## src/rtl/adder_share_arbiter.sv

```systemverilog
// Round-robin arbiter time-sharing one WIDTH-bit adder among NREQ requesters.
// Optional carry-out event counter enabled by defining ADDER_ARB_OVF_COUNT_EN.
module adder_share_arbiter #(
  parameter int WIDTH = 2,
  parameter int NREQ  = 2,
  parameter int IDW   = 1
) (
  input  logic                  clk,
  input  logic                  rst_n,
  input  logic [NREQ-1:0]       req,
  input  logic [NREQ*WIDTH-1:0] a_bus,
  input  logic [NREQ*WIDTH-1:0] b_bus,
  output logic [NREQ-1:0]       gnt,
  output logic                  busy,
  output logic                  done,
  output logic [WIDTH:0]        sum,
  output logic [IDW-1:0]        done_id,
  output logic [7:0]            ovf_cnt
);

  typedef enum logic [1:0] {
    IDLE = 2'd0,
    EXEC = 2'd1,
    DONE = 2'd2
  } state_t;

  state_t           state_reg, state_next;
  logic [IDW-1:0]   ptr_reg, ptr_next;
  logic [IDW-1:0]   cur_id_reg, cur_id_next;
  logic [IDW-1:0]   done_id_reg, done_id_next;
  logic [WIDTH-1:0] op_a_reg, op_a_next;
  logic [WIDTH-1:0] op_b_reg, op_b_next;
  logic [NREQ-1:0]  gnt_reg, gnt_next;
  logic             done_reg, done_next;
  logic [WIDTH:0]   sum_reg, sum_next;
  logic [WIDTH:0]   add_result;

  logic [WIDTH-1:0] a_arr [NREQ];
  logic [WIDTH-1:0] b_arr [NREQ];

  genvar gi;
  generate
    for (gi = 0; gi < NREQ; gi++) begin : g_slice
      assign a_arr[gi] = a_bus[gi*WIDTH +: WIDTH];
      assign b_arr[gi] = b_bus[gi*WIDTH +: WIDTH];
    end
  endgenerate

  // Search upward from ptr+1 with wrap; the last candidate checked is ptr itself.
  logic           pick_found;
  logic [IDW-1:0] pick_id;
  always_comb begin
    int             idx;
    logic [IDW-1:0] idx_w;
    pick_found = 1'b0;
    pick_id    = '0;
    idx        = 0;
    idx_w      = '0;
    for (int off = 1; off <= NREQ; off++) begin
      idx   = (int'(ptr_reg) + off) % NREQ;
      idx_w = IDW'(idx);
      if (!pick_found && req[idx_w]) begin
        pick_found = 1'b1;
        pick_id    = idx_w;
      end
    end
  end

  assign add_result = {1'b0, op_a_reg} + {1'b0, op_b_reg};

  always_comb begin
    state_next   = state_reg;
    ptr_next     = ptr_reg;
    cur_id_next  = cur_id_reg;
    op_a_next    = op_a_reg;
    op_b_next    = op_b_reg;
    gnt_next     = '0;
    done_next    = 1'b0;
    sum_next     = sum_reg;
    done_id_next = done_id_reg;
    case (state_reg)
      IDLE: begin
        if (pick_found) begin
          op_a_next   = a_arr[pick_id];
          op_b_next   = b_arr[pick_id];
          cur_id_next = pick_id;
          ptr_next    = pick_id;
          gnt_next    = NREQ'(1) << pick_id;
          state_next  = EXEC;
        end
      end
      EXEC: begin
        sum_next     = add_result;
        done_id_next = cur_id_reg;
        done_next    = 1'b1;
        state_next   = DONE;
      end
      DONE:    state_next = IDLE;
      default: state_next = IDLE;
    endcase
  end

  always_ff @(posedge clk or negedge rst_n) begin
    if (!rst_n) begin
      state_reg   <= IDLE;
      ptr_reg     <= IDW'(NREQ - 1);
      cur_id_reg  <= '0;
      op_a_reg    <= '0;
      op_b_reg    <= '0;
      gnt_reg     <= '0;
      done_reg    <= 1'b0;
      sum_reg     <= '0;
      done_id_reg <= '0;
    end else begin
      state_reg   <= state_next;
      ptr_reg     <= ptr_next;
      cur_id_reg  <= cur_id_next;
      op_a_reg    <= op_a_next;
      op_b_reg    <= op_b_next;
      gnt_reg     <= gnt_next;
      done_reg    <= done_next;
      sum_reg     <= sum_next;
      done_id_reg <= done_id_next;
    end
  end

`ifdef ADDER_ARB_OVF_COUNT_EN
  logic [7:0] ovf_cnt_reg;
  // Counts in step with the done pulse: the carry is taken from the sum being registered.
  always_ff @(posedge clk or negedge rst_n) begin
    if (!rst_n)
      ovf_cnt_reg <= 8'h00;
    else if (state_reg == EXEC && add_result[WIDTH] && ovf_cnt_reg != 8'hFF)
      ovf_cnt_reg <= ovf_cnt_reg + 8'd1;
  end
  assign ovf_cnt = ovf_cnt_reg;
`else
  assign ovf_cnt = 8'h00;
`endif

  assign gnt     = gnt_reg;
  assign done    = done_reg;
  assign sum     = sum_reg;
  assign done_id = done_id_reg;
  assign busy    = (state_reg == EXEC) || (state_reg == DONE);

endmodule

```

## config.mk

```make
export PLATFORM = sky130hd
export DESIGN_NAME = adder_share_arbiter
export DESIGN_NICKNAME = d
export VERILOG_FILES = /design/src/rtl/adder_share_arbiter.sv
export SDC_FILE = /design/constraint.sdc
export NUM_CORES = 1
export LEC_CHECK = 0
export ABC_AREA = 1
export CAP_MARGIN = 20
export CORE_ASPECT_RATIO = 0.8
export CORE_MARGIN = 1.5
export CORE_UTILIZATION = 42
export DETAILED_ROUTE_END_ITERATION = 16
export GPL_TIMING_DRIVEN = 0
export PLACE_DENSITY = 0.73
export SYNTH_ARGS = -nofsm -noshare
export SYNTH_HDL_FRONTEND = slang
export SYNTH_SLANG_ARGS = --single-unit
```

## constraint.sdc

```tcl
create_clock -name clk -period 1.6 [get_ports clk]
set_input_delay 0.24 -clock clk [delete_from_list [all_inputs] [get_ports clk]]
set_output_delay 0.24 -clock clk [all_outputs]
set_load 0.005 [all_outputs]
```

==> Flow_metrics.wiki <==
{| class="wikitable"
! Metric !! Value
|-
| Status || finished clean
|-
| Overall die height || 40.4 um
|-
| Distinct cell type count after synthesis || 18
|-
| Max-Cap Viols || 0
|-
| Share of the core filled with cells || 62.2%
|-
| Syn_area_per_cell || 10.2 um2
|-
| Min-delay worst type || input port to asynchronous set/reset pin
|-
| Number of violations reported at the end of detailed-routing iteration 0 || 11
|-
| CP startpoint kind || flop
|-
| Remaining antenna violation count || 0
|-
| Total I/O pin count || 28
|-
| Crit end category || output port
|-
| Proportion of power drawn by flip-flops and latches || about 40%
|-
| DP HPWL || around 960 um
|-
| Wire length of the first global-routing pass || 1900 um
|-
| Total via count in the routed design || approximately 550
|-
| Total length of routed met2 wires || between 600 and 700 um
|-
| Slew at the pin closest to its max-slew limit || 0.654 ns
|-
| Max reg flops || 3
|-
| Switching Power || roughly 0.00054 W
|-
| Layout net count || 120
|-
| Synthesized cell area || 736 um2
|-
| Via/cell ratio || 4.36
|-
| Area share of the leading cell type in the synthesized netlist || roughly 48%
|-
| Initial standard-cell utilization of the core || 45.2%
|-
| Fraction of power consumed by the clock network || 12.8%
|-
| Placer congestion estimate || 0.795
|-
| CTS Buf Count || 3
|-
| Number of synthesis warnings || 0
|-
| Number of flip-flops and latches in the synthesized netlist || 15
|-
| Total congestion overflow after global routing || 0
|-
| Count of input and output buffers || 19
|-
| Internal || about 0.0011 W
|-
| Level count of the clock H-tree || 1
|-
| Vias in the first global route || 447
|-
| Hold Buf Count CTS || 0
|-
| Number of antenna violations at the first check in global routing || 0
|-
| Routed metal-1 wirelength || 548 um
|-
| DRC errors left || 0
|-
| Routed length per instance || 9.94 um
|-
| Largest area contributor in the netlist || sky130_fd_sc_hd__dfrtp_1
|-
| Worst rel slew slack || ~56%
|-
| Pin count of the biggest net entering global routing || 16
|-
| Area inside the core boundary || between 1500 and 2000 um2
|-
| Layout Skew || 0.00172 ns
|-
| CTS tree || yes
|-
| Data required, critical path || around 1.4 ns
|-
| EDFF count, synth || 0
|-
| Synth Instances || slightly above 70
|-
| Clock Latency Late Sink || between 0.2 and 0.3 ns
|-
| Combinational group share of total power || about 47%
|-
| Number of detailed-routing iterations run before antenna repair || 4
|-
| Final-layout setup total negative slack || 0 ns
|-
| Synth-to-Final Area Change || 37.6%
|-
| Antenna Diode Count || 0
|-
| Post-synth top flop || sky130_fd_sc_hd__dfrtp_1
|-
| Final hold vios || 0
|-
| Net Sw Frac || around 33%
|-
| Sum of routed wire length over all layers || 1240 um
|-
| Final count of pins violating max slew || 0
|-
| Top library cells by usage in the layout, fill and taps aside || sky130_fd_sc_hd__nand2_1 (18), sky130_fd_sc_hd__clkdlybuf4s50_1 (18), sky130_fd_sc_hd__dfrtp_1 (14), sky130_fd_sc_hd__buf_4 (9), sky130_fd_sc_hd__conb_1 (8)
|-
| Power per unit of standard cell area || 1600 nW/um2
|-
| Global-route usage over all layers || 14.1%
|-
| Clock net sink count || 15
|-
| Fraction of layout cells with a size suffix above 1 || 22.3%
|-
| Post-synthesis sequential area ratio || 51.2%
|-
| Die Wd || ~50 um
|-
| Leakage power summed over all cells || 0.506 nW
|-
| DR top layer || met4
|-
| Die area || 2010 um2
|-
| Std cell rows || 13
|-
| Clock-pin slew on the worst setup and hold paths || 0.08 ns
|-
| Detailed route wirelength on metal3 || 80 um
|-
| WP data arrival || 1.24 ns
|-
| Top area cells in the synthesized netlist || sky130_fd_sc_hd__dfrtp_1 (48%), sky130_fd_sc_hd__nand2_1 (9.2%), sky130_fd_sc_hd__buf_4 (8.2%)
|-
| Worst hold-check slack || 0.356 ns
|-
| Highest fanout seen on the critical path || 2
|-
| Share of the clock period used by the worst path || between 90 and 100%
|-
| Final count of negative-setup-slack endpoints || 0
|-
| Worst VDD drop || 0.839 mV
|-
| Unrepaired setup endpoints after global routing || no
|-
| Top achievable clock speed || 0.676 GHz
|-
| Start-to-end type of the worst setup path || flop to output port
|-
| Crit path time final || 1.48 ns
|-
| Share of flip-flops with an asynchronous set or reset after synthesis || 100%
|-
| Clock tree buffer depth || 2
|-
| Root buffer cell || sky130_fd_sc_hd__clkbuf_4
|}
-- power by group through the flow --
| stage | Sequential, W | Clock [W] | Combinational [W] |
|---|---|---|---|
| 3_5_place_dp | 0.000657 | 0 | 0.000761 |
| 6_report | 0.000648 | 0.000206 | 0.000761 |
| 5_1_grt | 0.000670 | 0.000233 | 0.000863 |
| 4_1_cts | 0.000649 | 0.000214 | 0.000769 |
| 3_3_place_gp | 0.000653 | 0 | 0.000755 |
| 2_1_floorplan | 0.000655 | 0 | 0.000434 |
-- worst paths after layout --
kind                               from      endpoint  slack [ns]  cells past startpoint
hold / removal                    rst_n  state_reg[0]        0.36                      1
setup reg to reg            op_a_reg[0]        sum[1]        0.19                      3
hold reg to reg              cur_id_reg    cur_id_reg        0.48                      2
min in group clk             cur_id_reg    cur_id_reg        0.48                      2
setup / recovery           state_reg[0]          busy        0.12                      3
max in group asynchronous         rst_n        sum[2]        0.83                      1
-- Yosys cell counts (2+ instances only) --
library cell	instances
sky130_fd_sc_hd__nand2_1	18
sky130_fd_sc_hd__dfrtp_1	14
sky130_fd_sc_hd__mux2_2	4
sky130_fd_sc_hd__ha_1	3
sky130_fd_sc_hd__nor2_4	2
sky130_fd_sc_hd__buf_4	8
sky130_fd_sc_hd__inv_1	5
sky130_fd_sc_hd__nand4_1	2
sky130_fd_sc_hd__nand3_1	6
sky130_fd_sc_hd__nand2_2	2
-- layer usage --
layer / track usage [%] / vias up
li1: - / 277
met1: 16.1 / 247
met2: 22.7 / 19
met3: 7.09 / 2
met4: 6.94 / 0
met5: 0 / -
-- per-stage QoR --
stage | area [um2] | std cells | total power (W) | setup WS (ns)
after floorplan | 762 | 79 | 0.00109 | 0.252
after global placement | 980 | 120 | 0.00141 | 0.208
after detailed placement | 980 | 120 | 0.00142 | 0.191
after CTS | 1010 | 125 | 0.00163 | 0.116
after global routing | 1010 | 125 | 0.00177 | 0.0422
final | 1010 | 125 | 0.00161 | 0.120
-- final cells by class --
| class | count | area (um2) |
|---|---|---|
| fillers | 138 | 614 |
| flip-flops and latches | 15 | 377 |
| multi-input cells | 51 | 307 |
| repair buffers | 20 | 196 |
| plain buffers | 8 | 60.1 |
| well taps | 22 | 27.5 |
| clock buffers | 4 | 26.3 |
| inverters | 5 | 18.8 |
-- what timing repair did --
item | in CTS | in global routing
setup endpoints to repair | 1 | 0
gates resized for setup | 1 | 0
buffers inserted | 1 | 0
hold endpoints to repair | 0 | 0
-- logic make-up (layout without fill, tap and decap cells) --
kind of cell | Yosys count | in the layout | synth area share (%)
buf+inv | 13 | 37 | 10.7
fa+ha+maj | 4 | 4 | 7.82
mux | 4 | 4 | 6.12
flops | 15 | 15 | 51.2
other cells | 1 | 8 | 0.510
compound gates | 3 | 3 | 2.55
simple gates | 32 | 32 | 21.1
-- worst max-delay path, cell delays in order (launching register included) --
cell,delay (ns)
sky130_fd_sc_hd__dfrtp_1,0.35
sky130_fd_sc_hd__inv_1,0.06
sky130_fd_sc_hd__ha_1,0.29
sky130_fd_sc_hd__dlygate4sd2_1,0.26
Power figures use the tool's default switching activity.
